**src/rtl/virtio_sched_pkg.sv**
```systemverilog
// Shared types and helpers for the virtio notification scheduler.
//   DEFAULT_NUM_Q : default number of virtqueues
//   qid_width()   : width of a queue index, never less than one bit
//   sched_state_t : scheduler FSM states
package virtio_sched_pkg;

    localparam int DEFAULT_NUM_Q = 3;

    function automatic int qid_width(input int n);
        return (n > 1) ? $clog2(n) : 1;
    endfunction

    typedef enum logic [1:0] {
        IDLE  = 2'd0,
        GRANT = 2'd1,
        BUSY  = 2'd2
    } sched_state_t;

endpackage

```
**src/rtl/virtio_notify_sched_if.sv**
```systemverilog
// Grant/completion bus between the notify scheduler and the ring-fetch engine.
//   svc_valid/svc_qid : grant offered by the scheduler
//   svc_ready         : fetch engine accepts the grant
//   svc_done/svc_more : service finished; avail ring still non-empty
// Modports: master = scheduler side, slave = fetch-engine side.
interface virtio_notify_sched_if
    import virtio_sched_pkg::*;
#(
    parameter int NUM_Q = DEFAULT_NUM_Q,
    parameter int QID_W = qid_width(NUM_Q)
) ();

    logic             svc_valid;
    logic [QID_W-1:0] svc_qid;
    logic             svc_ready;
    logic             svc_done;
    logic             svc_more;

    modport master (
        output svc_valid, svc_qid,
        input  svc_ready, svc_done, svc_more
    );

    modport slave (
        input  svc_valid, svc_qid,
        output svc_ready, svc_done, svc_more
    );

endinterface

```
**src/rtl/virtio_rr_arb.sv**
```systemverilog
// Combinational round-robin picker.
//   req     : request vector, one bit per queue
//   last    : index granted most recently; search begins at last+1
//   gnt_vld : some request is set
//   gnt_idx : winning index (0 when gnt_vld is low)
module virtio_rr_arb
    import virtio_sched_pkg::*;
#(
    parameter int NUM_Q = DEFAULT_NUM_Q,
    parameter int QID_W = qid_width(NUM_Q)
) (
    input  logic [NUM_Q-1:0] req,
    input  logic [QID_W-1:0] last,
    output logic             gnt_vld,
    output logic [QID_W-1:0] gnt_idx
);

    always_comb begin
        automatic int idx = 0;
        gnt_vld = 1'b0;
        gnt_idx = '0;
        // Offsets 1..NUM_Q visit every queue once, ending on `last` itself.
        for (int k = 1; k <= NUM_Q; k++) begin
            idx = int'(last) + k;
            if (idx >= NUM_Q) begin
                idx = idx - NUM_Q;
            end
            if (!gnt_vld && req[QID_W'(idx)]) begin
                gnt_vld = 1'b1;
                gnt_idx = QID_W'(idx);
            end
        end
    end

endmodule

```
**src/rtl/virtio_notify_sched.sv**
```systemverilog
// Per-virtqueue notification scheduler.
// Latches queue-notify doorbells as pending bits, picks one eligible queue
// round-robin and offers it to the fetch engine; only one grant is ever
// outstanding, and the next is offered only after svc_done.
//   clk, rst_n        : clock, asynchronous active-low reset
//   driver_ok         : device live; low clears all pending bits
//   queue_enable      : per-queue enable (gates eligibility only)
//   queue_notify_set  : per-queue doorbell pulse
//   queue_reset       : per-queue reset pulse
//   svc               : grant/completion bus (master side)
//   pending           : pending bits
//   busy              : grant offered or being serviced
//   coalesced_cnt     : saturating count of notifies to already-pending queues
module virtio_notify_sched
    import virtio_sched_pkg::*;
#(
    parameter int NUM_Q = DEFAULT_NUM_Q,
    parameter int CNT_W = 32,
    localparam int QID_W = qid_width(NUM_Q)
) (
    input  logic                  clk,
    input  logic                  rst_n,
    input  logic                  driver_ok,
    input  logic [NUM_Q-1:0]      queue_enable,
    input  logic [NUM_Q-1:0]      queue_notify_set,
    input  logic [NUM_Q-1:0]      queue_reset,
    virtio_notify_sched_if.master svc,
    output logic [NUM_Q-1:0]      pending,
    output logic                  busy,
    output logic [CNT_W-1:0]      coalesced_cnt
);

    sched_state_t     state_reg, state_next;
    logic             valid_reg, valid_next;
    logic [QID_W-1:0] qid_reg, qid_next;
    logic [QID_W-1:0] last_reg, last_next;
    logic [NUM_Q-1:0] pending_reg, pending_next;
    logic [CNT_W-1:0] cnt_reg, cnt_next;

    logic [NUM_Q-1:0] eligible;
    logic             gnt_vld;
    logic [QID_W-1:0] gnt_idx;
    logic             accept;
    logic             done_evt;

    assign eligible = pending_reg & queue_enable & {NUM_Q{driver_ok}};
    assign accept   = (state_reg == GRANT) && valid_reg && svc.svc_ready;
    // Completions are only meaningful while a service is in flight.
    assign done_evt = (state_reg == BUSY) && svc.svc_done;

    virtio_rr_arb #(
        .NUM_Q (NUM_Q),
        .QID_W (QID_W)
    ) u_arb (
        .req     (eligible),
        .last    (last_reg),
        .gnt_vld (gnt_vld),
        .gnt_idx (gnt_idx)
    );

    // Pending update, highest priority first. A doorbell beats the
    // acceptance clear so a notify racing the grant is never lost.
    genvar gi;
    generate
        for (gi = 0; gi < NUM_Q; gi++) begin : g_pend
            logic rearm;
            logic taken;
            assign rearm = done_evt && svc.svc_more && (qid_reg == QID_W'(gi));
            assign taken = accept && (qid_reg == QID_W'(gi));
            assign pending_next[gi] = !driver_ok           ? 1'b0 :
                                      queue_reset[gi]      ? 1'b0 :
                                      queue_notify_set[gi] ? 1'b1 :
                                      rearm                ? 1'b1 :
                                      taken                ? 1'b0 :
                                                             pending_reg[gi];
        end
    endgenerate

    // One increment per coalesced doorbell this cycle, sticking at all-ones.
    always_comb begin
        cnt_next = cnt_reg;
        for (int i = 0; i < NUM_Q; i++) begin
            if (queue_notify_set[i] && pending_reg[i] && (cnt_next != '1)) begin
                cnt_next = cnt_next + CNT_W'(1);
            end
        end
    end

    always_comb begin
        state_next = state_reg;
        valid_next = valid_reg;
        qid_next   = qid_reg;
        last_next  = last_reg;
        case (state_reg)
            IDLE: begin
                if (gnt_vld) begin
                    qid_next   = gnt_idx;
                    valid_next = 1'b1;
                    state_next = GRANT;
                end
            end
            GRANT: begin
                // A handshake that completes takes precedence over a
                // same-cycle withdraw: the engine has already taken the queue.
                if (svc.svc_ready) begin
                    valid_next = 1'b0;
                    last_next  = qid_reg;
                    state_next = BUSY;
                end else if (!driver_ok || queue_reset[qid_reg]) begin
                    valid_next = 1'b0;
                    state_next = IDLE;
                end
            end
            BUSY: begin
                if (svc.svc_done) begin
                    state_next = IDLE;
                end
            end
            default: begin
                valid_next = 1'b0;
                state_next = IDLE;
            end
        endcase
    end

    always_ff @(posedge clk or negedge rst_n) begin
        if (!rst_n) begin
            state_reg   <= IDLE;
            valid_reg   <= 1'b0;
            qid_reg     <= '0;
            last_reg    <= QID_W'(NUM_Q - 1);
            pending_reg <= '0;
            cnt_reg     <= '0;
        end else begin
            state_reg   <= state_next;
            valid_reg   <= valid_next;
            qid_reg     <= qid_next;
            last_reg    <= last_next;
            pending_reg <= pending_next;
            cnt_reg     <= cnt_next;
        end
    end

    assign svc.svc_valid = valid_reg;
    assign svc.svc_qid   = qid_reg;
    assign pending       = pending_reg;
    assign busy          = (state_reg != IDLE);
    assign coalesced_cnt = cnt_reg;

endmodule

```
**src/flat_wrapper.sv**
```systemverilog
// flat-port wrapper written by rule: the top's interface ports become plain ports
module virtio_notify_sched_flat import virtio_sched_pkg::*;
#(
    parameter int NUM_Q = DEFAULT_NUM_Q,
    parameter int CNT_W = 32,
    localparam int QID_W = qid_width(NUM_Q)
)
  (clk, rst_n, driver_ok, queue_enable, queue_notify_set, queue_reset, pending, busy, coalesced_cnt, svc_svc_valid, svc_svc_qid, svc_svc_ready, svc_svc_done, svc_svc_more);
  virtio_notify_sched_if #(.NUM_Q(NUM_Q)) svc_i ();
  input  logic clk;
  input  logic rst_n;
  input  logic driver_ok;
  input  logic [NUM_Q-1:0] queue_enable;
  input  logic [NUM_Q-1:0] queue_notify_set;
  input  logic [NUM_Q-1:0] queue_reset;
  output logic [NUM_Q-1:0] pending;
  output logic busy;
  output logic [CNT_W-1:0] coalesced_cnt;
  output wire logic [$bits(svc_i.svc_valid)-1:0] svc_svc_valid;
  output wire logic [$bits(svc_i.svc_qid)-1:0] svc_svc_qid;
  input wire logic [$bits(svc_i.svc_ready)-1:0] svc_svc_ready;
  input wire logic [$bits(svc_i.svc_done)-1:0] svc_svc_done;
  input wire logic [$bits(svc_i.svc_more)-1:0] svc_svc_more;
  assign svc_svc_valid = svc_i.svc_valid;
  assign svc_svc_qid = svc_i.svc_qid;
  assign svc_i.svc_ready = svc_svc_ready;
  assign svc_i.svc_done = svc_svc_done;
  assign svc_i.svc_more = svc_svc_more;
  virtio_notify_sched #(.NUM_Q(NUM_Q), .CNT_W(CNT_W)) u_core (.clk(clk), .rst_n(rst_n), .driver_ok(driver_ok), .queue_enable(queue_enable), .queue_notify_set(queue_notify_set), .queue_reset(queue_reset), .svc(svc_i), .pending(pending), .busy(busy), .coalesced_cnt(coalesced_cnt));
endmodule
```
**config.mk**
```make
export PLATFORM = sky130hd
export DESIGN_NAME = virtio_notify_sched_flat
export DESIGN_NICKNAME = d
export VERILOG_FILES = /design/src/rtl/virtio_sched_pkg.sv /design/src/rtl/virtio_notify_sched_if.sv /design/src/rtl/virtio_rr_arb.sv /design/src/rtl/virtio_notify_sched.sv /design/src/flat_wrapper.sv
export SDC_FILE = /design/constraint.sdc
export NUM_CORES = 1
export LEC_CHECK = 0
export ABC_AREA = 1
export CORE_MARGIN = 5
export CORE_UTILIZATION = 40
export CTS_CLUSTER_SIZE = 24
export DETAILED_ROUTE_END_ITERATION = 8
export PLACE_DENSITY = 0.55
export REMOVE_ABC_BUFFERS = 1
export SLEW_MARGIN = 10
export SYNTH_ARGS = -nofsm -noshare
export SYNTH_HDL_FRONTEND = slang
export SYNTH_HIERARCHICAL = 1
export SYNTH_SLANG_ARGS = --single-unit
```
**constraint.sdc**
```tcl
create_clock -name clk -period 4.4 [get_ports clk]
set_clock_uncertainty 0.05 [all_clocks]
set_input_delay 0.66 -clock clk [delete_from_list [all_inputs] [get_ports clk]]
set_output_delay 0.66 -clock clk [all_outputs]
set_load 0.01 [all_outputs]
```
Yosys cells after proc, flatten, opt, wreduce, memory -nomap -nowiden. Index checks and enable logic that the tools add are counted.

Input port bits: 15. Output and inout bits: 39. Register bits after elaboration: 42. Word-level logic and storage cells: 116.

Multiplexer cells: 47. $add $sub $neg: 9. Reduce and logical (&&, ||, !) cells: 29. $lt $le $gt $ge: 7. Equality and inequality tests: 13. Bitwise operators: 3.

Operators with widths (count): adder 32 x 1 -> 32 bit, second input constant (3); two-way mux 32 bit (3); inequality test 32 bit, second input constant (3); two-way mux 1 bit (28); two-way mux 2 bit (10); logical AND 1 bit (18); inequality test 5 x 1 -> 1 bit, second input constant (3); < comparator 2 x 4 -> 1 bit, second input constant (3); greater-or-equal comparator 3 x 2 -> 1 bit, second input constant (3); binary-select mux 1 bit (select 2 bit) (4); adder 2 x 2 -> 3 bit, second input constant (2); bitwise AND 3 bit (2); case mux 2 bit (3 select lines) (1); AND reduction 3 bit (2); subtractor 2 bit, second input constant (3); equality test 2 x 1 -> 1 bit, second input constant (2); equality test 2 bit, second input constant (2); zero test 2 bit (2); AND reduction 2 bit (2); adder 2 x 1 -> 3 bit, second input constant (1); zero test 1 bit (3); < comparator 2 x 3 -> 1 bit, second input constant (1); inequality test 3 bit, second input constant (1); case mux 1 bit (3 select lines) (1); other kinds (5) (5).

Depth between registers and ports, before layout. Gate-level depths: netlist of the first run.

Depth after elaboration: 15. Gate-level depth with buffers: 31. Depth with buffers taken out: 29.

Modules after synthesis. Netlist of the first run, hierarchy kept.

Modules (own cells, without submodules): virtio_notify_sched (seq. area each 1052.3 um^2, area an instance 6274.8 um^2, instances 1, cells an instance 1231); virtio_rr_arb (seq. area each 0.0 um^2, area an instance 261.5 um^2, instances 1, cells an instance 54).

Worst setup path before layout of the first run. No wires, ideal clock.

Kind: register to register. Start: register u_core.cnt_reg[0] (netlist: u_core/coalesced_cnt[0]). End: register u_core.cnt_reg[23] (netlist: u_core/coalesced_cnt[23]). Path buffers: 3. Cell stages (with the launch flop): 29. Data required time: 4.233 ns. Period minus slack after synthesis: 3.783 ns. Library setup time: 0.117 ns. Path slack: 0.617 ns. Arrival time: 3.616 ns. Cells stage by stage: dfrtp_1 ha_1 nand2_1 nor2_1 nand2_1 nor2_1 nand2_2 buf_6 nand2_4 nand2_1 nand2_1 ha_1 nand3_1 nor2_2 nand3_2 nor2_4 nand3_2 buf_4 buf_6 nand3_1 nand2_1 nor2_2 nand2_1 nor2_1 nand2_1 nor2_1 nand3_1 nand2_1 nand2_1.

Word-level cells in the longest chain between the ends: 9. Elaborated cells between the ends (all ways): 12. Those cells by class: add/sub: 3; eq/ne: 3; mux: 3; reduce/logical: 3.

RTL lines: start, declared (line virtio_notify_sched.sv:38) `logic [CNT_W-1:0] cnt_reg, cnt_next;`; start signal, assigned (line virtio_notify_sched.sv:140) `cnt_reg <= cnt_next;`; branches (longest 2 deep; another with adder 32 x 1 -> 32 bit); two-way mux 32 bit (*) (line virtio_notify_sched.sv:83) `if (queue_notify_set[i] && pending_reg[i] && (cnt_next != '1)) begin`; branches (longest 2 deep; another with adder 32 x 1 -> 32 bit); two-way mux 32 bit (*) (line virtio_notify_sched.sv:83); branches (longest 2 deep; another with adder 32 x 1 -> 32 bit); two-way mux 32 bit (*) (line virtio_notify_sched.sv:83); named net u_core.cnt_next[23] (line virtio_notify_sched.sv:38).

Mark *: on every way through the listed nets, which the timed path passes. A chain may end at the register's enable or synchronous reset.

Worst setup path after layout of the first run.
Start: register u_core.cnt_reg[12] (netlist: u_core/coalesced_cnt[12]). End: register u_core.cnt_reg[2] (netlist: u_core/coalesced_cnt[2]).

Word-level cells in the longest chain between the ends: 9. Elaborated cells between the ends (all ways): 12. Those cells by class: add/sub: 3; eq/ne: 3; mux: 3; reduce/logical: 3.

RTL lines (line): inequality test 32 bit (virtio_notify_sched.sv:83); logical AND 1 bit (virtio_notify_sched.sv:83); two-way mux 32 bit (*) (virtio_notify_sched.sv:83); branches (longest 2 deep; another with adder 32 x 1 -> 32 bit); two-way mux 32 bit (*) (virtio_notify_sched.sv:83); branches (longest 2 deep; another with adder 32 x 1 -> 32 bit); two-way mux 32 bit (*) (virtio_notify_sched.sv:83); named net u_core.cnt_next[2] (virtio_notify_sched.sv:38).

Marked as above.

==> results.md, run 1 <==
* IO Port Bufs at 53
* Simple-gate portion of the synthesized area at 67.3%
* Power Density at 338 nW/µm²
* WHS at 407 ps
* Max-Cap Viols at 0
* Mux cell area share after synthesis at 0%
* Max VDD drop at 191 µV
* GRT Total Usage at 28.5%
* Detail Route Antenna Nets at 0
* FF+latch count, synth at 42
* Crit path max-delay family: simple AND/OR/NAND/NOR gates
* # IOs at 54
* Worst min-delay path category: input port to asynchronous set/reset pin
* Top cell by count, worst path: nand2_1
* Tightest Pin Transition at 670 ps
* R2r worst-path depth at 27
* Reg-to-Reg End: u_core/coalesced_cnt[2]
* Minimum clock period at 4250 ps
* Initial Utilization at 41.0%
* CTS Buf Count at 5
* Die area at 19000 µm²
* Total power at 2.82 mW
* Sink Count at 42
* Synth Area in Compound Gates at 2.74%
* Distinct cells, synth at 34
* Chip height at 138 µm
* Arr. time, crit path at 4410 ps
* Status: complete, no violations
* Core area at 15900 µm²
* Die extent in x at 138 µm
* Cells after synthesis at 1285
* # diodes at 0
* Largest stage delay, worst path at 480 ps
* Fillcell total at 1788
* Max Freq at 235 MHz
* Post-Synth Adder-Cell Area at 0.957%
* Final Hold Viols at 0
* Initial antenna violation count at 0
* Cell leakage power at 4.11 nW
* Worst-Skew Late Latency at 300 ps
* Vias in the first global route at 7639
* Vias post-DR at 8469
* DRT Pass-1 Iters at 6
* CTS tree: yes
* Avg Inst Size Synth at 5.09 µm²
* Post-layout nets at 1467
* Hpwl dp at 22000 µm
* Via-to-Cell Ratio at 5.09
* Worst-path clk slew at 70 ps
* Slowest cell on the critical path: dfrtp_2
* First-pass GRT wire length at 41100 µm
* Final core utilization at 52.4%
* Max reg flops at 32
* Seq/Total Area, Yosys at 16.1%
* Ys Warns at 6
* Reg-to-reg startpoint: u_core/coalesced_cnt[12]
* CP Class: register to register
* CP startpoint: u_core/coalesced_cnt[12]
* Layout area overhead at 27.8%
* Largest family of logic cells by synthesized area: simple AND/OR/NAND/NOR gates
* WL/cell at 16.0 µm
* Count of pins over their slew limit at 0
* Crit Path Max Fanout at 28
* Global placement routability congestion at 0.970
* Final WL at 26600 µm
* Crit end category: register
* Row count at 46
* Worst reg2reg setup slack at 150 ps
* Largest net degree at the start of global routing at 43
* Layout cells sized above 1 at 16.6%
* CTS Hold Buffers Added at 0
* H-tree depth at 2
* Clock root buffer master: clkbuf_16
* Detailed-route DRC error count at 0
* Clock tree buffer depth at 2
* Initial DRC Count at 809
* Synth Cell Area at 6540 µm²
* Crit path buf inv count at 4
* Setup Viol. Count Final at 0
* Final period util at 96.7%
* GRT Residual Overflow at 0
* XOR/XNOR Fraction of Synth Area at 1.88%
* Slew HR at 55.4%
* Critical Path RT at 4550 ps
* Startpoint Class: register
-- layout make-up --
cell class	instances	area [µm²]	area share (%)
clock buffer	6	139	1.66
clock inverter	2	12.5	0.150
inverter	131	497	5.95
multi-input combinational	1085	4800	57.5
sequential	42	1070	12.8
tap	216	270	3.24
timing repair buffer	182	1560	18.7
-- cells by family after synthesis --
kind of cell | count (synthesis)
compound gates | 32
flops | 42
xor+xnor | 14
simple gates | 1034
buf+inv | 158
fa+ha+maj | 5
-- Yosys cell counts --
cell / n / area (µm²)
buf_4: 4 / 30.0
nor2_1: 182 / 683
xnor2_1: 2 / 17.5
dfrtp_1: 41 / 1030
nand3_1: 119 / 596
a311oi_1: 1 / 8.76
o21ai_1: 2 / 10.0
nand3b_1: 7 / 52.6
o21ai_0: 21 / 105
buf_2: 8 / 40.0
nor3_1: 6 / 30.0
buf_8: 1 / 15.0
nor2_2: 23 / 144
or2_2: 1 / 6.26
a221oi_1: 2 / 17.5
o21ai_2: 1 / 8.76
nand2_2: 27 / 169
nor2b_1: 1 / 6.26
nand2_1: 614 / 2300
inv_2: 7 / 26.3
nand4_1: 37 / 231
o211ai_1: 1 / 7.51
and3_1: 1 / 6.26
a21oi_1: 3 / 15.0
dfstp_2: 1 / 26.3
nand2_4: 2 / 22.5
nor2_4: 7 / 78.8
ha_1: 5 / 62.6
inv_1: 124 / 465
a31oi_1: 1 / 6.26
nand3_2: 7 / 70.1
buf_6: 12 / 135
xor2_1: 12 / 105
buf_1: 2 / 7.51
-- placed cells by master, fill, tap and decap left out, drive strengths merged --
master / count
a21oi: 3
a221oi: 2
a311oi: 1
a31oi: 1
and3: 1
buf: 130
clkbuf: 6
clkdlybuf4s50: 52
clkinv: 1
clkinvlp: 1
dfrtp: 41
dfstp: 1
ha: 5
inv: 131
nand2: 643
nand3: 126
nand3b: 7
nand4: 37
nor2: 212
nor2b: 1
nor3: 6
o211ai: 1
o21ai: 24
or2: 1
xnor2: 2
xor2: 12
-- worst max path at each step --
| stage | cells past startpoint | to | slack [ps] |
|---|---|---|---|
| floorplan | 27 | u_core/coalesced_cnt[18] | -700 |
| global placement | 25 | u_core/coalesced_cnt[18] | -140 |
| finish | 27 | u_core/coalesced_cnt[2] | 150 |
| detailed placement | 25 | u_core/coalesced_cnt[26] | -170 |
| CTS | 27 | u_core/coalesced_cnt[6] | 70 |
| global route | 28 | u_core/coalesced_cnt[2] | -3 |
-- power by group --
| group | leakage (nW) | internal, mW | total [mW] | switching (mW) |
|---|---|---|---|---|
| registers | 0.515 | 0.494 | 0.647 | 0.153 |
| clock network | 0.0729 | 0.226 | 0.407 | 0.181 |
| logic | 3.53 | 0.707 | 1.77 | 1.06 |
| total | 4.11 | 1.43 | 2.82 | 1.39 |
-- timing repair --
item,in CTS,in global routing
pin swaps,0,2
endpoints found under the setup margin,22,32
buffers inserted,0,3
resized for setup,1,32
-- stage by stage --
| stage | setup TNS (ps) | std cells | instance area, µm² | setup slack (ps) |
|---|---|---|---|---|
| after floorplan | -18690 | 1258 | 6310 | -704 |
| after global placement | -3150 | 1653 | 8110 | -140 |
| after detailed placement | -3980 | 1653 | 8110 | -171 |
| after CTS | 0 | 1661 | 8270 | 65.3 |
| after global routing | -3.42 | 1664 | 8350 | -3.42 |
| final | 0 | 1664 | 8350 | 146 |
-- layer usage --
metal  vias to the layer above  share of wire [%]  track usage, %
li1                       4311                  -               -
met1                      3815                 45            39.2
met2                       288                 44            45.1
met3                        55                6.8            3.40
met4                         0                4.3            11.7
met5                         -                  0               0
(Power assumes the default switching activity.)
==> inputs of run 2 (changes only) <==
--- a/config.mk
+++ b/config.mk
@@ -7,11 +7,10 @@
 export LEC_CHECK = 0
 export ABC_AREA = 1
 export CORE_MARGIN = 5
-export CORE_UTILIZATION = 40
+export CORE_UTILIZATION = 30
 export CTS_CLUSTER_SIZE = 24
 export DETAILED_ROUTE_END_ITERATION = 8
-export PLACE_DENSITY = 0.55
-export REMOVE_ABC_BUFFERS = 1
+export PLACE_DENSITY = 0.43
 export SLEW_MARGIN = 10
 export SYNTH_ARGS = -nofsm -noshare
 export SYNTH_HDL_FRONTEND = slang
==> results.md, run 2 (synthesized netlist as in run 1, its figures left out) <==
* Clock tree buffer depth at 2 (unchanged)
* Total power at 2.99 mW (was 2.82 mW)
* Startpoint Class: input port (was register)
* Part of the power in registers at 22.8% (was 22.9%)
* # diodes at 0 (unchanged)
* Die extent in x at 158 µm (was 138 µm)
* Hpwl dp at 24700 µm (was 22000 µm)
* Crit end category: register (unchanged)
* Initial antenna violation count at 0 (unchanged)
* CP Class: input port to register (was register to register)
* Slew HR at 55.8% (was 55.4%)
* Worst-path clk slew at 70 ps (about the same)
* Dpl cells at 1784 (was 1653)
* Max VDD drop at 143 µV (was 191 µV)
* Crit Path Max Fanout at 26 (was 28)
* Status: complete, no violations (unchanged)
* Chip height at 158 µm (was 138 µm)
* Worst-Skew Late Latency at 300 ps (about the same)
* Via-to-Cell Ratio at 4.78 (was 5.09)
* Initial Utilization at 30.2% (was 41.0%)
* Most common cell after layout, fill and taps aside: nand2_1 (unchanged)
* Slowest cell on the critical path: clkdlybuf4s50_1 (was dfrtp_2)
* Max-Cap Viols at 0 (unchanged)
* Reg-to-reg startpoint: u_core/coalesced_cnt[25] (was u_core/coalesced_cnt[12])
* CP startpoint: queue_notify_set[0] (was u_core/coalesced_cnt[12])
* Final WL at 28900 µm (was 26600 µm)
* Initial DRC Count at 661 (was 809)
* WL/cell at 16.1 µm (was 16.0 µm)
* IO Port Bufs at 53 (unchanged)
* Core area at 21600 µm² (was 15900 µm²)
* Net count after synthesis at 1305
* Largest stage delay, worst path at 490 ps (was 480 ps)
* Fillcell total at 2497 (was 1788)
* Most frequent cells in the layout: nand2_1, buf_4, nor2_1 (was nand2_1, nor2_1, inv_1)
* H-tree depth at 2 (unchanged)
* Detail Route Antenna Nets at 0 (unchanged)
* Net switching share of the total power at 49.4% (about the same)
* Layout area overhead at 37.5% (was 27.8%)
* Top cell by count, worst path: nand2_1 (unchanged)
* Critical Path RT at 4540 ps (was 4550 ps)
* Die area at 24800 µm² (was 19000 µm²)
* Crit path buf inv count at 5 (was 4)
* Max Freq at 247 MHz (was 235 MHz)
* Cell leakage power at 4.48 nW (was 4.11 nW)
* Detailed-route DRC error count at 0 (unchanged)
* Global placement routability congestion at 0.930 (was 0.970)
* Psw at 1.48 mW (was 1.39 mW)
* Clock network power share at 13.4% (was 14.4%)
* Worst min-delay path category: input port to asynchronous set/reset pin (unchanged)
* Final Hold Viols at 0 (unchanged)
* Post-layout nets at 1537 (was 1467)
* CTS Buf Count at 5 (unchanged)
* CTS tree: yes (unchanged)
* Crit path max-delay family: simple AND/OR/NAND/NOR gates (unchanged)
* Max reg flops at 32 (unchanged)
* Minimum clock period at 4040 ps (was 4250 ps)
* # IOs at 54 (unchanged)
* DRT Pass-1 Iters at 5 (was 6)
* Layout cells sized above 1 at 20.6% (was 16.6%)
* Tightest Pin Transition at 657 ps (was 670 ps)
* Internal cell power at 1.51 mW (was 1.43 mW)
* Logic pwr share at 63.8% (was 62.6%)
* Final Instance Count excl. Fillers at 1798 (was 1664)
* Setup Viol. Count Final at 0 (unchanged)
* Largest net degree at the start of global routing at 43 (unchanged)
* Sink Count at 42 (unchanged)
* Final period util at 91.8% (was 96.7%)
* Vias in the first global route at 8057 (was 7639)
* Arr. time, crit path at 4180 ps (was 4410 ps)
* Clock root buffer master: clkbuf_16 (unchanged)
* GRT Total Usage at 23.4% (was 28.5%)
* First-pass GRT wire length at 44800 µm (was 41100 µm)
* Power Density at 332 nW/µm² (was 338 nW/µm²)
* Count of pins over their slew limit at 0 (unchanged)
* GRT Residual Overflow at 0 (unchanged)
* Row count at 54 (was 46)
* Vias post-DR at 8598 (was 8469)
-- run 2: path summary, 6_finish.rpt --
kind | end | slack (ps) | cells past startpoint
hold / removal | u_core/svc.svc_qid[1] | 390 | 2
setup reg to reg | u_core/coalesced_cnt[24] | 370 | 28
max in group asynchronous | u_core/coalesced_cnt[30] | 3470 | 2
hold reg to reg | u_core/last_reg[1] | 480 | 2
setup / recovery | u_core/coalesced_cnt[30] | 360 | 27
min in group clk | u_core/last_reg[1] | 480 | 2
-- run 2: worst reg2reg max path, delay by kind of cell (launching register included) --
kind	cells	cell delay, ps
adder cells (fa/ha/maj)	1	200
flip-flops	1	450
AND/OR/NAND/NOR	24	2790
buffers and inverters	3	430
-- run 2: through the flow --
step | instance area [µm²] | setup slack [ps] | TNS (ps) | hold WS, ps | util, %
after floorplan | 6540 | 617 | 0 | 314 | -
after global placement | 8700 | -171 | -3510 | 462 | 40.2
after detailed placement | 8700 | -150 | -3500 | 457 | 40.2
after CTS | 8850 | 40.1 | 0 | 415 | 40.9
after global routing | 8990 | -21.3 | -41.8 | 446 | 41.6
final | 8990 | 359 | 0 | 387 | 41.6
-- run 2: final cells by class --
cell class                 instances  area, µm²  area share [%]
sequential                        42       1070            11.9
tap                              280        350            3.90
clock inverter                     1       5.00          0.0557
inverter                         131        492            5.47
timing repair buffer             252       2080            23.2
clock buffer                       7        143            1.59
multi-input combinational       1085       4850            53.9
-- run 2: what timing repair did --
action                                 CTS  global route
pin swaps                                0             1
gates resized for setup                  2            37
setup buffers                            0             6
endpoints found under the hold margin    0             0
setup endpoints to repair               22            32
hold buffers                             0             0
-- run 2: metal layers --
layer	GRT usage (%)	wire length (µm)	up-vias
li1	-	-	4451
met5	0	0	-
met1	35.6	14700	3889
met4	7.09	856	0
met3	1.91	1390	40
met2	35.2	12000	218
-- run 2: power groups by stage --
stage               logic, mW  clock network [mW]  registers, mW
detailed placement       1.84                   0          0.674
global placement         1.85                   0          0.677
floorplan               0.995                   0          0.637
CTS                      1.85               0.415          0.667
finish                   1.91               0.401          0.680
global route             2.12               0.425          0.695
==> inputs of run 3 (changes only) <==
--- a/config.mk
+++ b/config.mk
@@ -7,10 +7,10 @@
 export LEC_CHECK = 0
 export ABC_AREA = 1
 export CORE_MARGIN = 5
-export CORE_UTILIZATION = 30
+export CORE_UTILIZATION = 61
 export CTS_CLUSTER_SIZE = 24
 export DETAILED_ROUTE_END_ITERATION = 8
-export PLACE_DENSITY = 0.43
+export PLACE_DENSITY = 0.79
 export SLEW_MARGIN = 10
 export SYNTH_ARGS = -nofsm -noshare
 export SYNTH_HDL_FRONTEND = slang
==> results.md, run 3 (synthesized netlist as in run 1, its figures left out) <==
* Status: complete, no violations (unchanged)
* Final WL at 25100 µm (was 28900 µm)
* Reg-to-reg startpoint: u_core/coalesced_cnt[19] (was u_core/coalesced_cnt[25])
* Worst setup margin at 88.9 ps (was 359 ps)
* R2r worst-path depth at 27 (was 28)
* Die extent in x at 114 µm (was 158 µm)
* WL/cell at 15.8 µm (was 16.1 µm)
* Clock tree buffer depth at 2 (unchanged)
* Final period util at 98.0% (was 91.8%)
* Initial antenna violation count at 0 (unchanged)
* Crit end category: register (unchanged)
* Vias in the first global route at 8130 (was 8057)
* Slew HR at 30.0% (was 55.8%)
* Worst-Skew Late Latency at 310 ps (was 300 ps)
* Count of pins over their slew limit at 0 (unchanged)
* Initial Utilization at 63.0% (was 30.2%)
* Detailed-route DRC error count at 0 (unchanged)
* Cell leakage power at 4.17 nW (was 4.48 nW)
* Global placement routability congestion at 1.16 (was 0.930)
* Largest net degree at the start of global routing at 43 (unchanged)
* Via-to-Cell Ratio at 5.70 (was 4.78)
* Max-Cap Viols at 0 (unchanged)
* Most frequent cells in the layout: nand2_1, nor2_1, buf_4 (was nand2_1, buf_4, nor2_1)
* Worst reg2reg setup slack at 90 ps (was 370 ps)
* Power Density at 329 nW/µm² (was 332 nW/µm²)
* Worst min-delay path category: register to register (was input port to asynchronous set/reset pin)
* DRT Pass-1 Iters at 8 (was 5)
* Max VDD drop at 516 µV (was 143 µV)
* Top cell by count, worst path: nand2_1 (unchanged)
* H-tree depth at 2 (unchanged)
* Tightest Pin Transition at 1050 ps (was 657 ps)
* Hold endpoint: u_core/last_reg[1]
* Layout area overhead at 27.1% (was 37.5%)
* CP Class: register to register (was input port to register)
* Sink Count at 42 (unchanged)
* Slowest cell on the critical path: dfrtp_1 (was clkdlybuf4s50_1)
* Chip height at 114 µm (was 158 µm)
* Dpl cells at 1582 (was 1784)
* Startpoint Class: register (was input port)
* CTS tree: yes (unchanged)
* Detail Route Antenna Nets at 0 (unchanged)
* Arr. time, crit path at 4460 ps (was 4180 ps)
* Vias post-DR at 9095 (was 8598)
* Minimum clock period at 4310 ps (was 4040 ps)
* CTS Buf Count at 5 (unchanged)
* Row count at 37 (was 54)
* Critical Path RT at 4550 ps (was 4540 ps)
* Initial DRC Count at 1447 (was 661)
* Max Freq at 232 MHz (was 247 MHz)
* Core area at 10400 µm² (was 21600 µm²)
* GRT Total Usage at 38.9% (was 23.4%)
* IO Port Bufs at 53 (unchanged)
* Hpwl dp at 20200 µm (was 24700 µm)
* # diodes at 0 (unchanged)
* Final Hold Viols at 0 (unchanged)
* Setup TNS at 0 ps (unchanged)
* Layout cells sized above 1 at 16.5% (was 20.6%)
* Crit Path Max Fanout at 25 (was 26)
* Largest stage delay, worst path at 490 ps (about the same)
* Setup Viol. Count Final at 0 (unchanged)
* Pre-CTS setup slack at -144 ps (was -150 ps)
* Max reg flops at 32 (unchanged)
* Worst-path clk slew at 90 ps (was 70 ps)
* Net count after synthesis at 1305 (unchanged)
* GRT Residual Overflow at 0 (unchanged)
* Post-layout nets at 1478 (was 1537)
* Reg-to-Reg End: u_core/coalesced_cnt[5] (was u_core/coalesced_cnt[24])
* Hold Path Cell Cnt at 2
* # IOs at 54 (unchanged)
* Clock root buffer master: clkbuf_8 (was clkbuf_16)
* First-pass GRT wire length at 40100 µm (was 44800 µm)
* Most common cell after layout, fill and taps aside: nand2_1 (unchanged)
* Die area at 12900 µm² (was 24800 µm²)
* Hold_sp: u_core/last_reg[1]
* Final Instance Count excl. Fillers at 1595 (was 1798)
run 3: metrics by stage:
stage                     hold WS (ps)  power, mW  instance area [µm²]  util, %
after floorplan                    314       1.63                 6540        -
after global placement             447       2.29                 8080     77.9
after detailed placement           453       2.32                 8080     77.9
after CTS                          466       2.65                 8190     79.0
after global routing               479       2.95                 8310     80.1
final                              466       2.73                 8310     80.1
run 3: worst max-delay path, delay by kind of cell, from the launching register on:
family                   cells  cell delay [ps]
AO/OA/AOI/OAI                1              130
adder cells (fa/ha/maj)      1              210
buffers and inverters        2              350
flip-flops                   1              490
AND/OR/NAND/NOR             23             2940
run 3: layout make-up:
| class | instances | area (µm²) |
|---|---|---|
| clock buffers | 5 | 68.8 |
| flip-flops and latches | 42 | 1060 |
| well taps | 136 | 170 |
| repair buffers | 193 | 1660 |
| clock inverters | 3 | 40.0 |
| multi-input cells | 1085 | 4820 |
| inverters | 131 | 497 |
| fillers | 871 | 2060 |
run 3: power by group:
group / internal (mW) / total, mW / switching, mW
Sequential: 0.491 / 0.648 / 0.157
Clock: 0.167 / 0.320 / 0.153
Combinational: 0.702 / 1.76 / 1.06
Total: 1.36 / 2.73 / 1.37
run 3: repair_timing:
item | in CTS | in global routing
hold buffers | 0 | 0
gates resized for setup | 0 | 25
setup endpoints to repair | 0 | 32
setup buffers | 0 | 5
endpoints found under the hold margin | 0 | 0
run 3: routing by layer:
layer,part of all wire (%),global-route usage (%),vias up
li1,-,-,4335
met1,39,52.4,4008
met2,43,61.8,630
met3,12,5.36,122
met4,5.7,17.7,0
met5,0,0,-
run 3: worst max path at each step:
stage	start	endpoint	slack [ps]
after floorplan	u_core/coalesced_cnt[0]	u_core/coalesced_cnt[23]	620
after global placement	queue_notify_set[0]	u_core/coalesced_cnt[30]	-60
after detailed placement	queue_notify_set[0]	u_core/coalesced_cnt[30]	-140
after CTS	queue_notify_set[0]	u_core/coalesced_cnt[8]	160
after global routing	u_core/coalesced_cnt[0]	u_core/coalesced_cnt[2]	-60
final	u_core/coalesced_cnt[19]	u_core/coalesced_cnt[5]	90
